$ cat src/rtl/pu_mult_stim_driver.sv
// -----------------------------------------------------------------------------
// pu_mult_stim_driver
//
// Scripted stimulus sequencer for the pu_mult processing unit in the board-level
// play harness. Each iteration n writes operand A = n+1 (flagged invalid on every
// 2^INV_PERIOD_LOG2-th iteration), then operand B = n+2. It then waits for the
// multiplier latency and pulses output enable. The returned result is captured
// and compared against a locally computed truncated product and the expected
// invalid flag. Any mismatch latches a sticky fail flag that drives the LEDs.
//
// Ports
//   clk, RST      clock and synchronous active-high reset
//   run           level: keep iterating (1) or stop after the current iteration (0)
//   fast          1 = one-cycle pause between iterations, sampled on entry to PAUSE
//   signal_wr     pu_mult write strobe
//   signal_sel    pu_mult operand select (0 = A, 1 = B)
//   data_in       pu_mult operand data
//   attr_in       pu_mult operand attribute
//   signal_oe     pu_mult output enable
//   data_out      pu_mult result data
//   attr_out      pu_mult result attribute
//   busy          high in any state other than IDLE
//   iter          completed-iteration count, wraps at 2^16
//   fail          sticky mismatch flag, cleared only by RST
//   led           {fail, busy, iter[5:0]}
// -----------------------------------------------------------------------------

// Protocol checker: bus-level invariants of the strobes this block emits.
module pu_mult_stim_driver_chk #(
    parameter int DATA_WIDTH = 32,
    parameter int ATTR_WIDTH = 4
) (
    input logic                  clk,
    input logic                  RST,
    input logic                  signal_wr,
    input logic                  signal_oe,
    input logic [DATA_WIDTH-1:0] data_in,
    input logic [ATTR_WIDTH-1:0] attr_in,
    input logic [DATA_WIDTH-1:0] data_out,
    input logic [ATTR_WIDTH-1:0] attr_out
);

    // Write and output enable must never overlap on the pu_mult bus.
    a_strobe_excl: assert property (@(posedge clk) disable iff (RST)
        !(signal_wr && signal_oe));

    // The operand bus is parked at zero whenever no write is in progress.
    a_quiet_bus: assert property (@(posedge clk) disable iff (RST)
        !signal_wr |-> ((data_in == '0) && (attr_in == '0)));

    // The result being captured must be fully driven.
    a_result_known: assert property (@(posedge clk) disable iff (RST)
        signal_oe |-> !$isunknown({data_out, attr_out}));

endmodule

module pu_mult_stim_driver #(
    parameter int DATA_WIDTH      = 32,
    parameter int ATTR_WIDTH      = 4,
    parameter int INVALID         = 1,
    parameter int MULT_LATENCY    = 2,
    parameter int PAUSE_WIDTH     = 24,
    parameter int INV_PERIOD_LOG2 = 4
) (
    input  logic                  clk,
    input  logic                  RST,
    input  logic                  run,
    input  logic                  fast,
    output logic                  signal_wr,
    output logic                  signal_sel,
    output logic [DATA_WIDTH-1:0] data_in,
    output logic [ATTR_WIDTH-1:0] attr_in,
    output logic                  signal_oe,
    input  logic [DATA_WIDTH-1:0] data_out,
    input  logic [ATTR_WIDTH-1:0] attr_out,
    output logic                  busy,
    output logic [15:0]           iter,
    output logic                  fail,
    output logic [7:0]            led
);

    // WAIT holds MULT_LATENCY-1 cycles; the counter is loaded with the number
    // of cycles remaining after the first WAIT cycle.
    localparam int LAT_W = (MULT_LATENCY > 2) ? $clog2(MULT_LATENCY) : 1;
    localparam logic [LAT_W-1:0] LAT_INIT =
        LAT_W'((MULT_LATENCY > 1) ? (MULT_LATENCY - 2) : 0);

    // Slow pause is 2^PAUSE_WIDTH-1 cycles: load all-ones minus one, since
    // the first PAUSE cycle is spent before the counter is examined.
    localparam logic [PAUSE_WIDTH-1:0] PAUSE_INIT = {{(PAUSE_WIDTH-1){1'b1}}, 1'b0};

    typedef enum logic [2:0] {
        ST_IDLE  = 3'd0,
        ST_WR_A  = 3'd1,
        ST_WR_B  = 3'd2,
        ST_WAIT  = 3'd3,
        ST_READ  = 3'd4,
        ST_CHECK = 3'd5,
        ST_PAUSE = 3'd6
    } state_t;

    state_t                  state_r;
    logic                    wr_r;
    logic                    sel_r;
    logic                    oe_r;
    logic [DATA_WIDTH-1:0]   data_in_r;
    logic [ATTR_WIDTH-1:0]   attr_in_r;
    logic                    busy_r;
    logic [15:0]             iter_r;
    logic                    fail_r;
    logic [LAT_W-1:0]        lat_cnt_r;
    logic [PAUSE_WIDTH-1:0]  pause_cnt_r;
    logic [DATA_WIDTH-1:0]   cap_data_r;
    logic                    cap_inv_r;

    logic [DATA_WIDTH-1:0]   op_a_s;
    logic [DATA_WIDTH-1:0]   op_b_s;
    logic                    inv_a_s;
    logic [ATTR_WIDTH-1:0]   attr_a_s;
    logic [DATA_WIDTH-1:0]   exp_data_s;
    logic                    exp_inv_s;
    logic                    mismatch_s;

    // Attribute word carrying only the invalid flag.
    function automatic logic [ATTR_WIDTH-1:0] make_attr(input logic inv_flag);
        logic [ATTR_WIDTH-1:0] a;
        a          = '0;
        a[INVALID] = inv_flag;
        return a;
    endfunction

    // Truncated product of two operands, formed at double width first.
    function automatic logic [DATA_WIDTH-1:0] trunc_mul(
        input logic [DATA_WIDTH-1:0] a,
        input logic [DATA_WIDTH-1:0] b
    );
        return DATA_WIDTH'({{DATA_WIDTH{1'b0}}, a} * {{DATA_WIDTH{1'b0}}, b});
    endfunction

    // Operands and expectations for the iteration in flight. iter_r still
    // holds n until CHECK increments it, so everything derives from iter_r.
    always_comb begin
        op_a_s     = DATA_WIDTH'(iter_r) + DATA_WIDTH'(1);
        op_b_s     = DATA_WIDTH'(iter_r) + DATA_WIDTH'(2);
        inv_a_s    = (iter_r[INV_PERIOD_LOG2-1:0] == {INV_PERIOD_LOG2{1'b1}});
        attr_a_s   = make_attr(inv_a_s);
        exp_data_s = trunc_mul(op_a_s, op_b_s);
        // B is never flagged invalid, so the result flag follows A alone.
        exp_inv_s  = inv_a_s | 1'b0;
        if ((cap_data_r != exp_data_s) || (cap_inv_r != exp_inv_s)) begin
            mismatch_s = 1'b1;
        end else begin
            mismatch_s = 1'b0;
        end
    end

    // Sequencer FSM; every output is registered and set on the transition
    // into the state that owns it, so strobes line up with their state.
    always_ff @(posedge clk) begin
        if (RST) begin
            state_r     <= ST_IDLE;
            wr_r        <= 1'b0;
            sel_r       <= 1'b0;
            oe_r        <= 1'b0;
            data_in_r   <= '0;
            attr_in_r   <= '0;
            busy_r      <= 1'b0;
            iter_r      <= 16'd0;
            fail_r      <= 1'b0;
            lat_cnt_r   <= '0;
            pause_cnt_r <= '0;
            cap_data_r  <= '0;
            cap_inv_r   <= 1'b0;
        end else begin
            // Bus parked unless a transition below drives it.
            wr_r      <= 1'b0;
            sel_r     <= 1'b0;
            oe_r      <= 1'b0;
            data_in_r <= '0;
            attr_in_r <= '0;
            busy_r    <= 1'b1;
            case (state_r)
                ST_IDLE: begin
                    if (run) begin
                        state_r   <= ST_WR_A;
                        wr_r      <= 1'b1;
                        data_in_r <= op_a_s;
                        attr_in_r <= attr_a_s;
                    end else begin
                        state_r <= ST_IDLE;
                        busy_r  <= 1'b0;
                    end
                end
                ST_WR_A: begin
                    state_r   <= ST_WR_B;
                    wr_r      <= 1'b1;
                    sel_r     <= 1'b1;
                    data_in_r <= op_b_s;
                end
                ST_WR_B: begin
                    if (MULT_LATENCY > 1) begin
                        state_r   <= ST_WAIT;
                        lat_cnt_r <= LAT_INIT;
                    end else begin
                        state_r <= ST_READ;
                        oe_r    <= 1'b1;
                    end
                end
                ST_WAIT: begin
                    if (lat_cnt_r == '0) begin
                        state_r <= ST_READ;
                        oe_r    <= 1'b1;
                    end else begin
                        lat_cnt_r <= lat_cnt_r - LAT_W'(1);
                    end
                end
                ST_READ: begin
                    // Result is valid while oe is high; capture it now.
                    cap_data_r <= data_out;
                    cap_inv_r  <= attr_out[INVALID];
                    state_r    <= ST_CHECK;
                end
                ST_CHECK: begin
                    if (mismatch_s) begin
                        fail_r <= 1'b1;
                    end else begin
                        fail_r <= fail_r;
                    end
                    iter_r  <= iter_r + 16'd1;
                    state_r <= ST_PAUSE;
                    if (fast) begin
                        pause_cnt_r <= '0;
                    end else begin
                        pause_cnt_r <= PAUSE_INIT;
                    end
                end
                ST_PAUSE: begin
                    if (pause_cnt_r == '0) begin
                        if (run) begin
                            state_r   <= ST_WR_A;
                            wr_r      <= 1'b1;
                            data_in_r <= op_a_s;
                            attr_in_r <= attr_a_s;
                        end else begin
                            state_r <= ST_IDLE;
                            busy_r  <= 1'b0;
                        end
                    end else begin
                        pause_cnt_r <= pause_cnt_r - PAUSE_WIDTH'(1);
                    end
                end
                default: begin
                    state_r <= ST_IDLE;
                    busy_r  <= 1'b0;
                end
            endcase
        end
    end

    assign signal_wr  = wr_r;
    assign signal_sel = sel_r;
    assign signal_oe  = oe_r;
    assign data_in    = data_in_r;
    assign attr_in    = attr_in_r;
    assign busy       = busy_r;
    assign iter       = iter_r;
    assign fail       = fail_r;
    assign led        = {fail_r, busy_r, iter_r[5:0]};

    pu_mult_stim_driver_chk #(
        .DATA_WIDTH (DATA_WIDTH),
        .ATTR_WIDTH (ATTR_WIDTH)
    ) u_chk (
        .clk       (clk),
        .RST       (RST),
        .signal_wr (wr_r),
        .signal_oe (oe_r),
        .data_in   (data_in_r),
        .attr_in   (attr_in_r),
        .data_out  (data_out),
        .attr_out  (attr_out)
    );

endmodule

$ cat config.mk
export PLATFORM = sky130hd
export DESIGN_NAME = pu_mult_stim_driver
export DESIGN_NICKNAME = d
export VERILOG_FILES = /design/src/rtl/pu_mult_stim_driver.sv
export SDC_FILE = /design/constraint.sdc
export NUM_CORES = 1
export LEC_CHECK = 0
export ABC_AREA = 1
export ABC_CLOCK_PERIOD_IN_PS = 13900
export CAP_MARGIN = 10
export CORE_MARGIN = 2
export CORE_UTILIZATION = 35
export DETAILED_ROUTE_END_ITERATION = 10
export GPL_ROUTABILITY_DRIVEN = 0
export MAX_ROUTING_LAYER = met4
export PLACE_DENSITY_LB_ADDON = 0.12
export SLEW_MARGIN = 15
export SYNTH_ARGS = -nofsm -noshare
export SYNTH_HDL_FRONTEND = slang
export SYNTH_SLANG_ARGS = --single-unit
$ cat constraint.sdc
create_clock -name clk -period 13.9 [get_ports clk]
set_clock_uncertainty 0.05 [all_clocks]
set_input_delay 3.475 -clock clk [delete_from_list [all_inputs] [get_ports clk]]
set_output_delay 3.475 -clock clk [all_outputs]
set_load 0.02 [all_outputs]
Word level (Yosys, flattened, before mapping)
Cells that the tools add are included.
{"block": "totals", "register_bits": 118, "wordCells": 65, "input_bits": 40, "output_inout_bits": 65}
{"block": "op_classes", "bitwise": 1, "mul": 1, "add_sub_neg": 5, "n_reduce_logical": 10, "eq_ne": 12, "muxes": 23}
{"cell": "one-hot mux 32 bit (3 select lines)", "n": 1}
{"cell": "2-to-1 mux 24 bit", "n": 2}
{"cell": "one-hot mux 24 bit (2 select lines)", "n": 1}
{"cell": "multiplier 17 x 17 -> 32 bit", "n": 1}
{"cell": "2-to-1 mux 32 bit", "n": 1}
{"cell": "inequality test 32 bit", "n": 1}
{"cell": "logical NOT 24 bit", "n": 1}
{"cell": "subtractor 24 x 1 -> 24 bit (second input constant)", "n": 1}
{"cell": "one-hot mux 3 bit (7 select lines)", "n": 1}
{"cell": "adder 16 x 1 -> 17 bit (second input constant)", "n": 1}
{"cell": "adder 16 x 2 -> 17 bit (second input constant)", "n": 1}
{"cell": "2-to-1 mux 17 bit", "n": 1}
{"cell": "adder 16 x 1 -> 16 bit (second input constant)", "n": 1}
{"cell": "== test 3 bit (second input constant)", "n": 3}
{"cell": "2-to-1 mux 1 bit", "n": 8}
{"cell": "one-hot mux 4 bit (2 select lines)", "n": 1}
{"cell": "== test 3 x 2 -> 1 bit (second input constant)", "n": 2}
{"cell": "2-to-1 mux 3 bit", "n": 2}
{"cell": "inequality test 2 bit (second input constant)", "n": 3}
{"cell": "one-hot mux 1 bit (3 select lines)", "n": 2}
{"cell": "AND reduction 2 bit", "n": 3}
{"cell": "OR reduction 5 bit", "n": 1}
{"cell": "== test 4 bit (second input constant)", "n": 1}
{"cell": "2-to-1 mux 4 bit", "n": 1}
{"cell": "10 further kinds", "n": 11}

Logic depth before layout (Yosys ltp)
Gate-level depths: netlist of run 1.
{"block": "depth", "word_depth": 6, "mapped_depth": 41, "mapped_depth_nobuf": 40}

Worst setup path before layout of run 1
Ideal clock, no wire load.
{"block": "synth_timing", "path_kind": "register to register", "startpoint": "reg iter_r[1] (netlist: iter[1])", "endpoint": "reg fail_r (netlist: fail)", "path_stages_with_launch": 34, "arrival_ns": 6.798, "setup_time_ns": 0.116, "synth_period_minus_slack_ns": 6.964, "path_slack_ns": 6.936, "path_cell_list": "dfxtp_1 ha_1 nand2_1 nor2_1 inv_1 nand2_1 nand2_1 inv_1 nand2_1 o21ai_0 clkbuf_1 nand2_1 fa_1 fa_1 fa_1 inv_1 fa_1 inv_1 fa_1 fa_1 inv_1 ha_1 nand2_1 nor2_1 nand3_1 nand3_1 inv_1 or2_2 a21boi_0 nand3_1 nor2_1 nand4_1 nand2_1 a21oi_1"}
{"block": "synth_between", "elab_chain_cells": 6, "word_cells_on_any_way": 9, "cone_classes": "add/sub: 2; mul: 1; eq/ne: 3; mux: 1; reduce/logical: 2"}
{"item": "from (decl)", "line": "109", "source": "logic [15:0] iter_r;"}
{"item": "from (signal assigned)", "line": "229", "source": "iter_r <= iter_r + 16'd1;"}
{"item": "adder 16 x 1 -> 17 bit or adder 16 x 2 -> 17 bit (tied branches)", "line": "143, 144"}
{"item": "multiplier 17 x 17 -> 32 bit", "line": "137", "source": "return DATA_WIDTH'({{DATA_WIDTH{1'b0}}, a} * {{DATA_WIDTH{1'b0}}, b});"}
{"item": "inequality test 32 bit", "line": "150", "source": "if ((cap_data_r != exp_data_s) || (cap_inv_r != exp_inv_s)) begin"}
{"item": "logical OR 1 bit (*)", "line": "150"}
{"item": "2-to-1 mux 1 bit (*)", "line": "150"}
{"item": "AND reduction 2 bit (no source line) (*)"}
{"item": "to (signal assigned)", "line": "227", "source": "fail_r <= fail_r;"}
{"item": "to (decl)", "line": "110", "source": "logic fail_r;"}
Every way passes the cells marked *; elsewhere a longest branch is shown, timed or not.
A chain may end at the register's enable or synchronous reset.

Final worst setup path of run 1
Ends and elaborated chain as after synthesis.

==> results.md, run 1 <==
* Critical register-to-register path endpoint: fail
* RSZ-0062 raised after global routing: no
* Proportion of synthesized area in mux cells at 0%
* Largest net degree at the start of global routing at 39
* CP top delay family: adder cells
* Leakage at 7.56 nW
* Sw Share at 35.0%
* Power share of the sequential group at 39.8%
* Drt wl/cell at 17.7 um
* Worst setup path startpoint: iter[1]
* WL final at 46.5 mm
* Worst hold slack at 0.423 ns
* Nets at 2453
* DR iter-0 viols at 868
* Crit path buf inv count at 6
* CP max stage cell: dfxtp_1
* Synth area leaders: fa_1 30%, dfxtp_1 13%, inv_1 11%
* Mapped Cells at 2044
* # H-tree levels at 3
* Detail Route Antenna Nets at 0
* Worst hold path class: flop to flop
* Drt drc at 0
* Clk pwr share at 39.2%
* Cell internal pwr at 0.497 mW
* Ant diodes at 0
* # setup viols final at 0
* CTS Buf Count at 9
* Layout cells sized above 1 at 4.15%
* Most frequent cells in the layout: 439 x inv_1, 383 x nand2_1, 316 x nor2_1
* Worst setup path category: flop to flop
* Root Buffer: clkbuf_16
* Yosys top cell area share at 29.8%
* Post-synth ARST share at 0%
* Synth Area in Compound Gates at 7.86%
* Post-synth EDFFs at 0
* Commonest non-fill, non-tap cell in the layout: inv_1
* Resize count post-CTS at 0
* CTS tree: done
* Comb pwr share at 20.9%
* Die width at 211 um
* Hold Crit Depth at 2
* Worst-case clock buffer depth at 2
* Reg2Reg Depth at 33
* Die Height at 211 um
* Psw at 0.268 mW
* Sequential fraction of the synthesis area at 13.2%
* Initial core utilization at 35.5%
* Max Fclk at 0.108 GHz
* Max-slew headroom at 21.9%
* Placed Area at 0.0162 mm2
* Max Transition Viols Final at 0
* TritonRoute pass-1 iters at 5
* Num rows at 75
* Initial antenna violation count at 2
* Post-synthesis adder-cell area fraction at 38.2%
* Yosys cell types at 52
* Area Overhead vs Synth at 10.5%
* Post-Synth XOR/XNOR Area at 3.08%
* Final setup TNS at 0 ns
* Startpoint Class: flop
* Via count at 12773
* Clock transition at path regs at 0.10 ns
* Hold path start: cap_data_r[3]
* Routed vias/inst at 4.85
* R2R setup slack at 4.61 ns
* Post-synth top area cell: fa_1
* Die Footprint at 0.0445 mm2
* Simple-gate share of the synthesized area at 23.3%
* First-pass GRT wire length at 73.9 mm
* Final Power at 0.764 mW
* Main combinational cell family by area after synthesis: adder cells
* Crit share post-route at 66.8%
* I/O pin cnt at 105
* DP HPWL at 37.7 mm
* Critical Path AT at 9.52 ns
* Synth Register Bits at 99
* Hold buffers post-CTS at 0
* Worst Path Max Fanout at 12
* Tmin final at 9.29 ns
* Status: finished, final reports clean
* Worst Hold Path EP: cap_data_r[3]
* Most frequent CP cell: nand2_1
* Remaining Overflow, GRT at 0
* VDD IR max at 0.0614 mV
* Top_reg_cell synth: dfxtp_1
* Final hold violations at 0
* # clock sinks at 99
* Setup Buffers After CTS at 0
* Mean post-synth cell area at 7.33 um2
* Core footprint at 0.0421 mm2
* GRT Total Usage at 22.8%
* Final instance area at 0.0165 mm2
* Worst EP required at 14.13 ns
* Post-Syn Area at 0.0150 mm2
* RR Startpoint: iter[1]
* Tightest Pin Transition at 1.17 ns
* PwrDens at 46.2 mW/mm2
* I/O Buffers at 83
* CP max stage delay at 0.62 ns
* Max-cap check violation count at 0
* Worst setup EP type: flop
* Vias in the first global route at 12772
* Synth Warn # at 0
* Clock latency at the later pin of the worst-skew pair at 0.41 ns
[through the flow]
stage,utilization [%],setup WS (ns),cells
2_1_floorplan,-,6.94,2061
3_3_place_gp,38.5,4.74,2618
3_5_place_dp,38.5,4.70,2618
4_1_cts,39.3,4.67,2634
5_1_grt,39.3,3.96,2634
6_report,39.3,4.61,2634
[cell families (layout without fill, tap and decap cells)]
logic type | count (synthesis) | after routing
AOI/OAI and AO/OA | 203 | 203
buffers and inverters | 531 | 565
and+or+nand+nor | 836 | 836
adders and majority gates | 323 | 323
DFF | 99 | 99
other | 1 | 18
xor gates and xnor gates | 51 | 51
[worst max path at each step]
stage	to	slack, ns	cells past startpoint
3_3_place_gp	fail	4.74	32
2_1_floorplan	fail	6.94	33
6_report	fail	4.61	33
4_1_cts	fail	4.67	32
5_1_grt	fail	3.96	32
3_5_place_dp	fail	4.70	32
[Yosys cell counts, types with 4 or more instances]
| master | instances |
|---|---|
| a21oi_1 | 76 |
| a221oi_1 | 6 |
| a221oi_2 | 7 |
| buf_1 | 4 |
| buf_2 | 4 |
| buf_4 | 27 |
| buf_6 | 4 |
| clkbuf_1 | 38 |
| clkinv_1 | 7 |
| dfxtp_1 | 99 |
| fa_1 | 223 |
| ha_1 | 100 |
| inv_1 | 439 |
| inv_2 | 6 |
| nand2_1 | 383 |
| nand3_1 | 57 |
| nand4_1 | 18 |
| nor2_1 | 316 |
| nor2_2 | 15 |
| nor3_1 | 17 |
| o21ai_0 | 91 |
| o22ai_1 | 8 |
| or2_2 | 7 |
| xnor2_1 | 16 |
| xor2_1 | 33 |
[layout make-up]
cell class	count	area, um2
Multi-Input combinational cell	1431	10900
Clock buffer	9	225
Timing Repair Buffer	96	928
Clock inverter	7	103
Sequential cell	99	1980
Inverter	453	1700
Fill cell	4476	25600
Tap cell	539	674
[worst min-delay path, stage by stage (launching register included)]
cell	delay [ns]
dfxtp_1	0.30
inv_1	0.07
a21oi_1	0.06
[state kept, by name (all words and copies together), names as in the netlist]
register and cells:
signal_sel 1, state_r 3, pause_cnt_r 24, fail 1, busy 1, cap_inv_r 1
signal_oe 1, iter 16, attr_in 1, signal_wr 1, data_in 17, cap_data_r 32
[power by group through the flow]
stage | sequential [mW] | combinational [mW] | clock, mW
floorplan | 0.313 | 0.104 | 0
global placement | 0.311 | 0.159 | 0
detailed placement | 0.311 | 0.160 | 0
CTS | 0.305 | 0.161 | 0.309
global route | 0.306 | 0.178 | 0.317
finish | 0.305 | 0.160 | 0.300
[metal layers]
layer / up-vias / wire (um) / global-route usage (%)
li1: 6192 / - / -
met1: 6183 / 21600 / 30.8
met2: 350 / 21100 / 35.1
met3: 48 / 2650 / 3.78
met4: 0 / 1140 / 6.65
met5: - / 0 / -
Power figures use the tool's default switching activity.
==> run 2, diff against run 1 <==
- ABC_CLOCK_PERIOD_IN_PS: 13900 -> 8600
- clock period: 13.9 -> 8.6 ns (I/O delays scaled with it)
==> run 2 against run 1 <==
Compared with the run above: routed wire length up 0.58%; critical path depth down 6; first-iteration DRC count rose by 0.35%; core utilization rose by 0.79 points; die area is the same; cell count grew 1.8%; sequential share of layout area decreased by 0.24 points; flip-flop and latch count did not move; count of clock-buffer cells in the layout rose by 1; critical endpoint unchanged; largest cell class unchanged; highest routed layer unchanged.
==> results.md, run 2 (same netlist as run 1, synthesis figures left out) <==
* Status: finished, final reports clean (unchanged)
* Clock latency at the later pin of the worst-skew pair at 0.40 ns (was 0.41 ns)
* Worst Path Max Fanout at 37 (was 12)
* Worst setup EP type: flop (unchanged)
* CP top delay family: adder cells (unchanged)
* Vias in the first global route at 13348 (was 12772)
* WL final at 46.8 mm (was 46.5 mm)
* CTS tree: done (unchanged)
* Worst hold path class: flop to flop (unchanged)
* # setup viols final at 0 (unchanged)
* Tightest Pin Transition at 0.885 ns (was 1.17 ns)
* Initial core utilization at 35.5% (unchanged)
* Largest net degree at the start of global routing at 38 (was 39)
* Commonest non-fill, non-tap cell in the layout: inv_1 (unchanged)
* PwrDens at 72.6 mW/mm2 (was 46.2 mW/mm2)
* VDD IR max at 0.101 mV (was 0.0614 mV)
* CP max stage cell: fa_1 (was dfxtp_1)
* Largest Register: cap_data_r (unchanged)
* Num rows at 75 (unchanged)
* Tmin final at 7.99 ns (was 9.29 ns)
* Initial antenna violation count at 0 (was 2)
* Final hold violations at 0 (unchanged)
* Most frequent CP cell: fa_1 (was nand2_1)
* Leakage at 7.77 nW (was 7.56 nW)
* Max-cap check violation count at 0 (unchanged)
* Drt wl/cell at 17.4 um (was 17.7 um)
* Crit share post-route at 92.9% (was 66.8%)
* Drt drc at 0 (unchanged)
* Hold buffers post-CTS at 0 (unchanged)
* TritonRoute pass-1 iters at 6 (was 5)
* # clock sinks at 99 (unchanged)
* Worst-case clock buffer depth at 2 (unchanged)
* Detail Route Antenna Nets at 0 (unchanged)
* Max reg flops at 32 (unchanged)
* Layout cells sized above 1 at 6.16% (was 4.15%)
* Via count at 12898 (was 12773)
* Clock transition at path regs at 0.09 ns (was 0.10 ns)
* Final Power at 1.23 mW (was 0.764 mW)
* Most frequent cells in the layout: 439 x inv_1, 383 x nand2_1, 316 x nor2_1 (unchanged)
* Final setup TNS at 0 ns (unchanged)
* First-pass GRT wire length at 75.6 mm (was 73.9 mm)
* Startpoint Class: flop (unchanged)
* I/O pin cnt at 105 (unchanged)
* Resize count post-CTS at 0 (unchanged)
* Root Buffer: clkbuf_16 (unchanged)
* GRT Total Usage at 23.1% (was 22.8%)
* CTS Buf Count at 9 (unchanged)
* Max Transition Viols Final at 0 (unchanged)
* Routed vias/inst at 4.81 (was 4.85)
* Crit path buf inv count at 6 (unchanged)
* Core footprint at 0.0421 mm2 (unchanged)
* RSZ-0062 raised after global routing: no (unchanged)
* Ant diodes at 0 (unchanged)
* # H-tree levels at 3 (unchanged)
* Fill cells at 4447 (was 4476)
* FF+latch area at 0.00198 mm2 (unchanged)
* Die Footprint at 0.0445 mm2 (unchanged)
* CP max stage delay at 0.58 ns (was 0.62 ns)
* Area occupied by multi-input gates at 0.0109 mm2 (about the same)
* Critical Path AT at 8.20 ns (was 9.52 ns)
* Die Height at 211 um (unchanged)
* I/O Buffers at 83 (unchanged)
* DR iter-0 viols at 871 (was 868)
* Max-slew headroom at 40.9% (was 21.9%)
* Area Overhead vs Synth at 12.7% (was 10.5%)
* Remaining Overflow, GRT at 0 (unchanged)
* DP HPWL at 38.8 mm (was 37.7 mm)
* Nets at 2500 (was 2453)
* Worst setup path category: flop to flop (unchanged)
* Die width at 211 um (unchanged)
* Max Fclk at 0.125 GHz (was 0.108 GHz)
* Setup Buffers After CTS at 0 (unchanged)
* Worst EP required at 8.82 ns (was 14.13 ns)
## run 2: cell count changes in the layout (fill, tap and decap cells not counted), sizes merged
cell and delta:
buf +47, inv -2, clkinvlp +1, clkbuf +1
## run 2: where the power goes
part	internal, mW	total, mW	switching (mW)
combinational	0.0923	0.263	0.171
sequential	0.477	0.492	0.0154
clock	0.240	0.471	0.231
total	0.809	1.23	0.417
## run 2: worst min-delay path, stage by stage, from the launching register on
cell and delay (ns):
dfxtp_1 0.31, inv_1 0.07, a21oi_1 0.06
## run 2: path summary, 6_finish.rpt
path | from | endpoint | slack, ns | cells past startpoint
worst max register to register | iter[0] | fail | 0.61 | 27
worst min register to register | cap_data_r[21] | cap_data_r[21] | 0.42 | 2
worst min-delay path | cap_data_r[21] | cap_data_r[21] | 0.42 | 2
worst max-delay path | iter[0] | fail | 0.61 | 27
## run 2: stage by stage
stage               util [%]  setup slack [ns]  hold slack (ns)  area, um2  instances
detailed placement      39.3             0.729            0.414      16600       2665
global route            40.1            0.0699            0.440      16900       2681
global placement        39.3             0.735            0.411      16600       2665
floorplan                  -              1.64            0.386      15000       2061
finish                  40.1             0.615            0.423      16900       2681
CTS                     40.1             0.685            0.427      16900       2681
## run 2: routing by layer
layer / vias to the layer above / part of all wire (%) / global-route usage, % / routed length, um
met1: 6173 / 46 / 31.0 / 21500
met3: 62 / 5.8 / 3.84 / 2730
li1: 6297 / - / - / -
met5: - / 0 / - / 0
met4: 0 / 2.9 / 7.38 / 1330
met2: 366 / 45 / 35.8 / 21200
## run 2: final cells by class
class | instances | area share [%]
Inverter | 453 | 10.1
Multi-Input combinational cell | 1431 | 64.7
Clock buffer | 10 | 1.42
Sequential cell | 99 | 11.7
Tap cell | 539 | 4.00
Timing Repair Buffer | 143 | 7.59
Clock inverter | 6 | 0.489
